$ cat src/rtl/dmem_arbiter.sv
// dmem_arbiter: shares one data-memory port between the CPU EX/MEM stage and a
// DMA/host requester. Grant is combinational. An aging counter keeps the DMA
// from starving, locked DMA bursts are supported, and read data is routed back
// to whichever requester issued the read.
module dmem_arbiter #(
    parameter int unsigned ADDR_W     = 32,
    parameter int unsigned DATA_W     = 32,
    parameter int unsigned RD_LAT     = 1,
    parameter int unsigned STARVE_MAX = 8
) (
    input  logic              clk,
    input  logic              rst,
    input  logic              cpu_req,
    input  logic              cpu_wr,
    input  logic [ADDR_W-1:0] cpu_addr,
    input  logic [DATA_W-1:0] cpu_wdata,
    output logic              cpu_stall,
    output logic              cpu_rvalid,
    output logic [DATA_W-1:0] cpu_rdata,
    input  logic              dma_req,
    input  logic              dma_wr,
    input  logic              dma_lock,
    input  logic [ADDR_W-1:0] dma_addr,
    input  logic [DATA_W-1:0] dma_wdata,
    output logic              dma_gnt,
    output logic              dma_rvalid,
    output logic [DATA_W-1:0] dma_rdata,
    output logic              mem_req,
    output logic              mem_wr,
    output logic [ADDR_W-1:0] mem_addr,
    output logic [DATA_W-1:0] mem_wdata,
    input  logic              mem_ready,
    input  logic [DATA_W-1:0] mem_rdata
);

    localparam int unsigned          CNT_W      = $clog2(STARVE_MAX + 1);
    localparam logic [CNT_W-1:0]     STARVE_LIM = CNT_W'(STARVE_MAX);

    localparam logic [1:0] CPU_PRI  = 2'd0;
    localparam logic [1:0] DMA_PRI  = 2'd1;
    localparam logic [1:0] DMA_LOCK = 2'd2;

    logic [1:0]        state_q, state_d;
    logic [CNT_W-1:0]  starve_q, starve_d;
    logic [RD_LAT-1:0] rd_vld_q, rd_vld_d;
    logic [RD_LAT-1:0] rd_own_q, rd_own_d;   // 1 = DMA issued the read
    logic              cpu_sel, dma_sel;
    logic              cpu_xfer, dma_xfer, rd_push;

    // Requester selection from the current priority state; nothing selected in reset
    always_comb begin
        cpu_sel = 1'b0;
        dma_sel = 1'b0;
        case (state_q)
            DMA_LOCK: dma_sel = dma_req;
            DMA_PRI: begin
                dma_sel = dma_req;
                cpu_sel = cpu_req & ~dma_req;
            end
            default: begin
                cpu_sel = cpu_req;
                dma_sel = dma_req & ~cpu_req;
            end
        endcase
        if (rst) begin
            cpu_sel = 1'b0;
            dma_sel = 1'b0;
        end
    end

    assign cpu_xfer  = cpu_sel & mem_ready;
    assign dma_xfer  = dma_sel & mem_ready;
    assign rd_push   = (cpu_xfer & ~cpu_wr) | (dma_xfer & ~dma_wr);

    assign mem_req   = cpu_sel | dma_sel;
    assign mem_wr    = dma_sel ? dma_wr    : cpu_wr;
    assign mem_addr  = dma_sel ? dma_addr  : cpu_addr;
    assign mem_wdata = dma_sel ? dma_wdata : cpu_wdata;

    assign cpu_stall = cpu_req & ~cpu_xfer & ~rst;
    assign dma_gnt   = dma_xfer;

    assign cpu_rvalid = rd_vld_q[RD_LAT-1] & ~rd_own_q[RD_LAT-1];
    assign dma_rvalid = rd_vld_q[RD_LAT-1] &  rd_own_q[RD_LAT-1];
    assign cpu_rdata  = mem_rdata;
    assign dma_rdata  = mem_rdata;

    // Aging counter and priority-state transitions
    always_comb begin
        starve_d = starve_q;
        state_d  = state_q;
        if (dma_xfer) begin
            starve_d = '0;
        end else if (dma_req && cpu_xfer && starve_q != STARVE_LIM) begin
            starve_d = starve_q + CNT_W'(1);
        end
        case (state_q)
            CPU_PRI: begin
                if (dma_xfer) begin
                    state_d = dma_lock ? DMA_LOCK : CPU_PRI;
                end else if (starve_d == STARVE_LIM) begin
                    state_d = DMA_PRI;
                end
            end
            DMA_PRI: begin
                if (dma_xfer) begin
                    state_d = dma_lock ? DMA_LOCK : CPU_PRI;
                end
            end
            DMA_LOCK: begin
                if (dma_xfer) begin
                    state_d = dma_lock ? DMA_LOCK : CPU_PRI;
                end else if (!dma_req) begin
                    state_d = CPU_PRI;
                end
            end
            default: state_d = CPU_PRI;
        endcase
    end

    // Read-owner shift register: the width cast drops the oldest entry
    always_comb begin
        rd_vld_d = RD_LAT'({rd_vld_q, rd_push});
        rd_own_d = RD_LAT'({rd_own_q, dma_xfer});
    end

    // State registers
    always_ff @(posedge clk or posedge rst) begin
        if (rst) begin
            state_q  <= CPU_PRI;
            starve_q <= '0;
            rd_vld_q <= '0;
            rd_own_q <= '0;
        end else begin
            state_q  <= state_d;
            starve_q <= starve_d;
            rd_vld_q <= rd_vld_d;
            rd_own_q <= rd_own_d;
        end
    end

endmodule

$ cat config.mk
export PLATFORM = sky130hd
export DESIGN_NAME = dmem_arbiter
export DESIGN_NICKNAME = d
export VERILOG_FILES = /design/src/rtl/dmem_arbiter.sv
export SDC_FILE = /design/constraint.sdc
export NUM_CORES = 1
export LEC_CHECK = 0
export CAP_MARGIN = 0
export CORE_AREA = 2 2 116 118
export CTS_BUF_LIST = sky130_fd_sc_hd__clkbuf_8
export DETAILED_ROUTE_END_ITERATION = 10
export DIE_AREA = 0 0 118 120
export PLACE_DENSITY = 0.69
export SYNTH_ARGS = -nofsm -noshare
export SYNTH_HDL_FRONTEND = slang
export SYNTH_SLANG_ARGS = --single-unit
$ cat constraint.sdc
create_clock -name clk -period 6 [get_ports clk]
set_input_delay 0.6 -clock clk [delete_from_list [all_inputs] [get_ports clk]]
set_output_delay 0.6 -clock clk [all_outputs]
set_load 0.005 [all_outputs]
==> results of run 1 <==
[registers in the layout, indices dropped and copies added, names as in the netlist]
name,cells
rd_own_q,1
rd_vld_q,1
starve_q,4
state_q,2
[cell usage after synthesis (all sizes together)]
master / number / area [um^2]
nand2: 6 / 22.52
or3: 1 / 6.260
o21ai: 3 / 15.01
nor3b: 2 / 15.01
buf: 70 / 510.5
or4: 1 / 7.510
o211ai: 2 / 15.01
a21o: 1 / 7.510
and3: 2 / 12.51
nand4: 1 / 6.260
mux2i: 1 / 10.01
nor2b: 3 / 18.77
o22ai: 3 / 18.77
inv: 8 / 30.03
clkbuf: 1 / 3.750
o31ai: 2 / 15.01
nor4b: 1 / 15.01
o221ai: 1 / 15.01
and2: 1 / 6.260
nand2b: 2 / 12.51
a21oi: 4 / 23.77
nand3: 1 / 5.000
dfrtp: 8 / 200.2
and3b: 2 / 17.52
nand3b: 2 / 18.77
a31oi: 1 / 6.260
ha: 6 / 75.07
nor2: 3 / 11.26
mux2: 65 / 731.9
[worst min-delay path by stage]
stage,start,endpoint,cells after the start
global route,starve_q[3]$_DFF_PP0_,starve_q[3]$_DFF_PP0_,1
finish,starve_q[3]$_DFF_PP0_,starve_q[3]$_DFF_PP0_,1
floorplan,rst,rd_own_q$_DFF_PP0_,1
global placement,starve_q[3]$_DFF_PP0_,starve_q[3]$_DFF_PP0_,1
CTS,starve_q[3]$_DFF_PP0_,starve_q[3]$_DFF_PP0_,1
detailed placement,starve_q[3]$_DFF_PP0_,starve_q[3]$_DFF_PP0_,1
[layout make-up]
class                      count  area [um^2]  share of cell area (%)
clock buffer                   3        41.29                   1.127
inverter                       8        30.03                  0.8194
multi-input combinational    117         1121                   30.59
sequential                     8        200.2                   5.463
tap                          176        220.2                   6.009
timing repair buffer         205         2052                   55.99
[critical path, stage by stage]
cell and delay, ns:
clkdlybuf4s50_1 0.45, inv_1 0.34, nand3_4 0.77, mux2_1 0.66, clkdlybuf4s50_1 0.49
[layer usage]
| metal | global-route usage, % | vias to the layer above |
|---|---|---|
| met2 | 17.81 | 158 |
| met1 | 13.32 | 885 |
| met5 | 0 | - |
| met4 | 3.690 | 0 |
| li1 | - | 921 |
| met3 | 6.511 | 25 |
[cell families after synthesis]
family / Yosys count
and+or+nand+nor: 28
adders and majority gates: 6
AOI/OAI and AO/OA: 17
DFF: 8
buffers and inverters: 79
muxes: 66
[through the flow]
stage	cells	util, %
6_report	517	28.23
5_1_grt	517	28.23
4_1_cts	517	28.23
3_5_place_dp	514	27.92
3_3_place_gp	514	27.92
2_1_floorplan	204	-
[power by group through the flow]
stage | Clock, mW | Sequential [mW] | Combinational (mW)
floorplan | 0 | 0.0714 | 0.162
global placement | 0 | 0.0739 | 0.337
detailed placement | 0 | 0.0743 | 0.339
CTS | 0.0631 | 0.0740 | 0.342
global route | 0.0689 | 0.0756 | 0.364
finish | 0.0623 | 0.0741 | 0.338
==> flow_metrics.tcl, run 1 <==
set metrics [dict create \
    outcome "finished, final reports clean" \
    setup_viol_count_final 0 \
    grt_pass1_vias 2182 \
    die_h_um 120 \
    finalWirelength_um 8758 \
    worstRegToRegCells 7 \
    wl_per_cell_um 16.94 \
    dr.max_layer_used "met4" \
    ys_types 34 \
    clockRootBuffer "clkbuf_8" \
    finalSetupTns_ns 0 \
    synth_top_family_by_area "multiplexers" \
    peakVddDrop_mv 0.07070 \
    setup.worst_path.start "rst" \
    ys_warn_count 0 \
    post_cts_buffers 0 \
    holdCritPathClass "reg2reg" \
    cts-htree-levels 1 \
    grt_start_max_net_pins 66 \
    critPathCaptureType "primary output" \
    dr_wl_met2_um 3800 \
    grt_first_pass_wirelength_um 12610 \
    worstSkewPairLatency_ns 0.22 \
    swShare_pct 31.61 \
    n_antenna_cell 0 \
    syn_to_final_growth_pct 97.77 \
    drt.antenna.violating_nets 0 \
    p_comb_share_pct 71.2 \
    max_slew_margin_pct 37.37 \
    dr.first_iter.drc_count 63 \
    pwr-share-seq_pct 15.6 \
    final_hold_viol_count 0 \
    hold_slack_ns 0.6089 \
    ctsResizeCount 0 \
    fmax_mhz 253.5 \
    synthSimpleGateAreaFrac_pct 9.453 \
    drv_slew 0 \
    synth_compound_area_share_pct 6.280 \
    place_area_um2 3623 \
    cts_hold_buf 0 \
    fin_crit_ns 3.945 \
    place_congestion 0.9198 \
    drc 0 \
    fin_ws_ns 2.055 \
    port_buffers 205 \
    synth_area_um2 1853 \
    numCtsBuffers 3 \
    synthMuxAreaShare_pct 40.04 \
    dp_hpwl_um 7493 \
    start_util_pct 14.28 \
    yosysSeqAreaShare_pct 10.80 \
    die_w_um 118 \
    grt.total_usage_pct 11.47 \
    fin_nets 517 \
    die-area_um2 14160 \
    grt-ovfl-total 0 \
    synth_nets 378 \
    required_ns 5.40 \
    cp-start-kind "input pin" \
    final_cell_area_um2 3665 \
    tightest_slew_ns 0.9394 \
    antenna_found_initial 0 \
    p_sw_mw 0.1500 \
    vias 1989 \
    design_power_total_mw 0.4746 \
    cts.clk_slew.worst_paths_ns 0.04 \
    final_common_cell "clkdlybuf4s50_1" \
    critical_path_peak_fanout 65 \
    rows 42 \
    synthAdderAreaFrac_pct 4.051 \
    grt_setup_unrepaired "false" \
    timing_worst_setup_path_type "in2out" \
    internal_power_mw 0.3245 \
    core_area_um2 12980 \
    p_clk_share_pct 13.1 \
    routed-wl-met3_um 1259 \
    r2r_setup_slack_ns 3.67 \
    cap_violations 0 \
    synth_area_per_cell_um2 9.083 \
    synth_seq_cells 8 \
    vias_per_cell 3.847 \
    cts_tree "yes" \
    r2r_end "state_q[0]$_DFFE_PP0P_" \
    drive_gt1_share_pct 6.745 \
    power_density_nw_per_um2 129.5 \
    p_leak_nw 1.391 \
    cp-endpoint "mem_wdata[18]" \
    wl_met1_um 3461 \
    dp_slack_ns 2.045 \
    dr.pass1.iters 4 \
    nFillCells 1369 \
    io_pins 302 \
    synthCells 204 \
    cts_buffer_depth 2 \
    synth-xor-area-share_pct 0 \
    reg2reg_from "state_q[0]$_DFFE_PP0P_" \
    final_cell_mix "205 x clkdlybuf4s50_1, 50 x mux2_1, 15 x mux2_2, 8 x inv_1, 8 x dfrtp_1" \
    finalCritPeriodShare_pct 65.75 \
    clkSinkCount 8 \
    cp.arrival_ns 3.35 \
    skew_ns 0.002583 \
]
(Power assumes the default switching activity.)
==> inputs of run 2 (changes only) <==
--- a/config.mk
+++ b/config.mk
@@ -10,7 +10,7 @@
 export CTS_BUF_LIST = sky130_fd_sc_hd__clkbuf_8
 export DETAILED_ROUTE_END_ITERATION = 10
 export DIE_AREA = 0 0 118 120
-export PLACE_DENSITY = 0.69
+export PLACE_DENSITY = 0.71
 export SYNTH_ARGS = -nofsm -noshare
 export SYNTH_HDL_FRONTEND = slang
 export SYNTH_SLANG_ARGS = --single-unit
==> constraint.sdc (replaced) <==
create_clock -name clk -period 3.6 [get_ports clk]
set_input_delay 0.36 -clock clk [delete_from_list [all_inputs] [get_ports clk]]
set_output_delay 0.36 -clock clk [all_outputs]
set_load 0.005 [all_outputs]
==> run 2 against run 1 <==
Effect of this change: count of clock-buffer cells in the layout unchanged; clock power increased by 69%; clock skew decreased by 0.00065 ns; sequential power increased by 67%; core utilization increased by 0.33 points; combinational power increased by 67%; worst hold slack got worse by 0.033 ns; flip-flop and latch count unchanged; routed wire length decreased by 5.6%; worst setup slack got worse by 1.7 ns; die area unchanged.
==> flow_metrics.tcl, run 2 (same netlist as run 1, synthesis figures left out) <==
set metrics [dict create \
    outcome "finished, final reports clean" \
    vias_per_cell 3.843 \
    cp-start-kind "register" \
    pwr-share-seq_pct 15.7 \
    ctsResizeCount 0 \
    grt_first_pass_wirelength_um 12320 \
    syn_to_final_growth_pct 100.1 \
    fin_crit_ns 3.263 \
    holdCritPathClass "in2async" \
    drive_gt1_share_pct 7.826 \
    cts_hold_buf 0 \
    dp_hpwl_um 7070 \
    drv_slew 0 \
    drc 0 \
    dr.pass1.iters 4 \
    regMostFlops "starve_q" \
    wl_per_cell_um 15.87 \
    start_util_pct 14.28 \
    fin_ws_ns 0.3367 \
    final_hold_viol_count 0 \
    io_pins 302 \
    n_antenna_cell 0 \
    cts-htree-levels 1 \
    grt_pass1_vias 2173 \
    drt.antenna.violating_nets 0 \
    reg2reg_from "state_q[0]$_DFFE_PP0P_" \
    antenna_found_initial 0 \
    routed-wl-met3_um 1121 \
    clockRootBuffer "clkbuf_8" \
    required_ns 3.24 \
    die_h_um 120 \
    setup.worst_path.start "state_q[0]$_DFFE_PP0P_" \
    p_clk_share_pct 13.2 \
    largest_reg_flops 4 \
    internal_power_mw 0.5463 \
    swShare_pct 31.19 \
    rows 42 \
    dr.max_layer_used "met4" \
    setup_viol_count_final 0 \
    dr_wl_met2_um 3920 \
    clkSinkCount 8 \
    post_cts_buffers 0 \
    place_area_um2 3666 \
    dr.first_iter.drc_count 63 \
    cts.clk_slew.worst_paths_ns 0.04 \
    cap_violations 0 \
    grt_setup_unrepaired "false" \
    die-area_um2 14160 \
    final_common_cell "clkdlybuf4s50_1" \
    p_sw_mw 0.2477 \
    wl_met1_um 3008 \
    port_buffers 205 \
    final_cell_area_um2 3707 \
    core_area_um2 12980 \
    p_leak_nw 1.415 \
    grt-ovfl-total 0 \
    numCtsBuffers 3 \
    fmax_mhz 306.4 \
    place_congestion 0.8121 \
    finalCritPeriodShare_pct 90.65 \
    cts_buffer_depth 2 \
    finalSetupTns_ns 0 \
    worstSkewPairLatency_ns 0.22 \
    cts_tree "yes" \
    peakVddDrop_mv 0.08545 \
    critical_path_peak_fanout 32 \
    dp_slack_ns 0.5803 \
    design_power_total_mw 0.7940 \
    power_density_nw_per_um2 214.2 \
    p_comb_share_pct 71.2 \
    timing_worst_setup_path_type "reg2out" \
    finalWirelength_um 8270 \
    grt_start_max_net_pins 33 \
    critPathCaptureType "primary output" \
    final_cell_mix "205 x clkdlybuf4s50_1, 50 x mux2_1, 15 x mux2_2, 8 x inv_1, 8 x dfrtp_1" \
    fin_util_pct 28.56 \
    max_slew_margin_pct 73.59 \
    reg_top3 "starve_q x4, state_q x2" \
    grt.total_usage_pct 10.99 \
    die_w_um 118 \
    vias 2002 \
    fin_nets 521 \
    cp.arrival_ns 2.90 \
    tightest_slew_ns 0.3962 \
    skew_ns 0.001931 \
]
==> run 2: changes by cell type in the layout (fill, tap and decap cells not counted) <==
cell	delta
buf_12	+1
buf_4	+3
==> run 2: routing by layer <==
layer	global-route usage, %	up-vias
met4	3.840	0
li1	-	930
met2	19.00	165
met3	5.371	27
met1	11.64	880
met5	0	-
==> run 2: area by class of cell <==
cell class	count	area [um^2]
multi-input cells	117	1121
inverters	8	30.03
clock buffers	3	41.29
fillers	1364	9273
flip-flops and latches	8	200.2
well taps	176	220.2
repair buffers	209	2095
==> run 2: worst max-delay path, cell delays in order, from the launching register on <==
cell	delay [ns]
dfrtp_1	0.41
inv_1	0.09
ha_1	0.35
nand2b_1	0.29
nand3_4	0.36
buf_12	0.31
mux2_1	0.33
clkdlybuf4s50_1	0.48
==> run 2: power by group through the flow <==
stage,Sequential [mW],Combinational [mW],Clock [mW]
after floorplan,0.119,0.270,0
after global placement,0.121,0.553,0
after detailed placement,0.125,0.561,0
after CTS,0.123,0.569,0.109
after global routing,0.126,0.608,0.115
final,0.124,0.565,0.105
==> run 2: path summary, 6_finish.rpt <==
path | to | depth (start not counted) | slack, ns
worst max-delay path | mem_addr[14] | 7 | 0.34
worst min-delay path | starve_q[2]$_DFF_PP0_ | 3 | 0.58
worst max register to register | state_q[0]$_DFFE_PP0P_ | 7 | 1.25
worst min register to register | starve_q[3]$_DFF_PP0_ | 1 | 0.59
max in group asynchronous | starve_q[1]$_DFF_PP0_ | 3 | 2.88
min in group clk | starve_q[3]$_DFF_PP0_ | 1 | 0.59
==> run 2: metrics by stage <==
| stage | instances | hold WS [ns] |
|---|---|---|
| finish | 521 | 0.5764 |
| detailed placement | 518 | 0.5769 |
| floorplan | 204 | 0.1975 |
| CTS | 521 | 0.5756 |
| global route | 521 | 0.6033 |
| global placement | 518 | 0.5471 |
==> inputs of run 3 (changes only) <==
==> config.mk (replaced) <==
export PLATFORM = sky130hd
export DESIGN_NAME = dmem_arbiter
export DESIGN_NICKNAME = d
export VERILOG_FILES = /design/src/rtl/dmem_arbiter.sv
export SDC_FILE = /design/constraint.sdc
export NUM_CORES = 1
export LEC_CHECK = 0
export CAP_MARGIN = 0
export CORE_AREA = 2 2 118 120
export DETAILED_ROUTE_END_ITERATION = 10
export DIE_AREA = 0 0 120 122
export PLACE_DENSITY = 0.69
export SYNTH_ARGS = -nofsm -noshare
export SYNTH_HDL_FRONTEND = slang
export SYNTH_SLANG_ARGS = --single-unit
==> run 3 against run 2 <==
Effect of this change: flip-flop and latch count stayed put; power increased by 11%; combinational power rose by 1%; sequential power about the same; core utilization fell by 0.88 points; routed wire length is 9.6% higher; critical path depth unchanged; cell count is 0.58% higher; register-to-register slack got worse by 0.04 ns; final area is 0.84% higher.
==> flow_metrics.tcl, run 3 (same netlist as run 1, synthesis figures left out) <==
set metrics [dict create \
    outcome "finished, final reports clean" \
    grt_setup_unrepaired "false" \
    post_cts_buffers 0 \
    cts.clk_slew.worst_paths_ns 0.04 \
    dp_hpwl_um 7784 \
    finalWirelength_um 9064 \
    die-area_um2 14640 \
    grt_first_pass_wirelength_um 12590 \
    syn_to_final_growth_pct 101.8 \
    nFillCells 1388 \
    place_congestion 0.8342 \
    setup_viol_count_final 0 \
    p_clk_share_pct 21.2 \
    io_pins 302 \
    cts_hold_buf 0 \
    grt.total_usage_pct 11.19 \
    drt.antenna.violating_nets 0 \
    critical_path_peak_fanout 40 \
    internal_power_mw 0.6163 \
    tightest_slew_ns 0.3245 \
    p_comb_share_pct 64.8 \
    clkSinkCount 8 \
    setup.worst_path.start "state_q[0]$_DFFE_PP0P_" \
    r2r_end "state_q[0]$_DFFE_PP0P_" \
    required_ns 3.24 \
    critPathCaptureType "primary output" \
    finalCritPeriodShare_pct 86.26 \
    p_sw_mw 0.2683 \
    ctsResizeCount 0 \
    holdCritPathClass "reg2reg" \
    reg2reg_from "state_q[0]$_DFFE_PP0P_" \
    peakVddDrop_mv 0.1371 \
    cts_tree "yes" \
    regMostFlops "starve_q" \
    cp-start-kind "register" \
    fin_util_pct 27.68 \
    p_leak_nw 1.426 \
    final_cell_mix "205 x clkdlybuf4s50_1, 50 x mux2_1, 15 x mux2_2, 8 x inv_1, 8 x dfrtp_1" \
    dp_slack_ns 0.7352 \
    start_util_pct 13.72 \
    max_slew_margin_pct 78.30 \
    cts_buffer_depth 2 \
    skew_ns 0.005792 \
    die_w_um 120 \
    n_antenna_cell 0 \
    fmax_mhz 322.0 \
    reg_top3 "starve_q x4, state_q x2" \
    pwr-share-seq_pct 14.0 \
    core_area_um2 13500 \
    swShare_pct 30.32 \
    timing_worst_setup_path_type "reg2out" \
    hold_slack_ns 0.5944 \
    port_buffers 205 \
    fin_nets 520 \
    fin_crit_ns 3.106 \
    drc 0 \
    cts-htree-levels 1 \
    wl_per_cell_um 17.30 \
    final_hold_viol_count 0 \
    worstRegToRegCells 7 \
    fin_ws_ns 0.4945 \
    grt_pass1_vias 2116 \
    final_common_cell "clkdlybuf4s50_1" \
    power_density_nw_per_um2 236.6 \
    antenna_found_initial 1 \
    cp-endpoint "mem_wdata[25]" \
    grt_start_max_net_pins 41 \
    drive_gt1_share_pct 7.558 \
    dr.pass1.iters 4 \
    rows 43 \
    drv_slew 0 \
    r2r_setup_slack_ns 1.21 \
    vias_per_cell 3.845 \
    finalSetupTns_ns 0 \
    vias 2015 \
    dr.first_iter.drc_count 73 \
    die_h_um 122 \
    clockRootBuffer "clkbuf_16" \
    largest_reg_flops 4 \
    design_power_total_mw 0.8846 \
    cp.arrival_ns 2.75 \
    cap_violations 0 \
    numCtsBuffers 3 \
    grt-ovfl-total 0 \
    worstSkewPairLatency_ns 0.23 \
]
[run 3: changes by cell type in the layout (fill, tap and decap cells not counted), sizes merged]
cell | before | now
buf | 4 | 3
[run 3: worst min path at each step]
stage	endpoint	depth (start not counted)	startpoint	slack, ns
after floorplan	rd_own_q$_DFF_PP0_	1	rst	0.20
after global placement	starve_q[3]$_DFF_PP0_	1	starve_q[3]$_DFF_PP0_	0.55
after detailed placement	starve_q[3]$_DFF_PP0_	1	starve_q[3]$_DFF_PP0_	0.58
after CTS	starve_q[3]$_DFF_PP0_	1	starve_q[3]$_DFF_PP0_	0.59
after global routing	starve_q[3]$_DFF_PP0_	1	starve_q[3]$_DFF_PP0_	0.63
final	starve_q[3]$_DFF_PP0_	1	starve_q[3]$_DFF_PP0_	0.59
[run 3: final cells by class]
class	count	area [um^2]	share of cell area, %
timing repair buffer	208	2087	55.82
multi-input combinational	117	1121	29.99
tap	180	225.2	6.024
sequential	8	200.2	5.355
clock buffer	3	75.07	2.008
inverter	8	30.03	0.8032
[run 3: critical path, stage by stage (launching register included)]
cell             delay (ns)
dfrtp_1                0.42
inv_1                  0.09
ha_1                   0.35
nand2b_1               0.27
nand3_4                0.24
buf_12                 0.25
mux2_1                 0.39
clkdlybuf4s50_1        0.47
[run 3: power groups by stage]
stage	Combinational, mW	Sequential (mW)	Clock, mW
floorplan	0.270	0.119	0
global placement	0.566	0.122	0
detailed placement	0.575	0.124	0
CTS	0.582	0.123	0.189
global route	0.621	0.127	0.196
finish	0.573	0.124	0.187
[run 3: through the flow]
step / cell area, um^2 / cells
floorplan: 1853 / 204
global placement: 3664 / 521
detailed placement: 3664 / 521
CTS: 3739 / 524
global route: 3739 / 524
finish: 3739 / 524
[run 3: routing by layer]
layer / up-vias / global-route usage, % / routed length, um
li1: 929 / - / -
met1: 928 / 14.68 / 3873
met2: 148 / 16.41 / 3826
met3: 8 / 6.039 / 1257
met4: 2 / 1.765 / 92
met5: - / 0 / 13
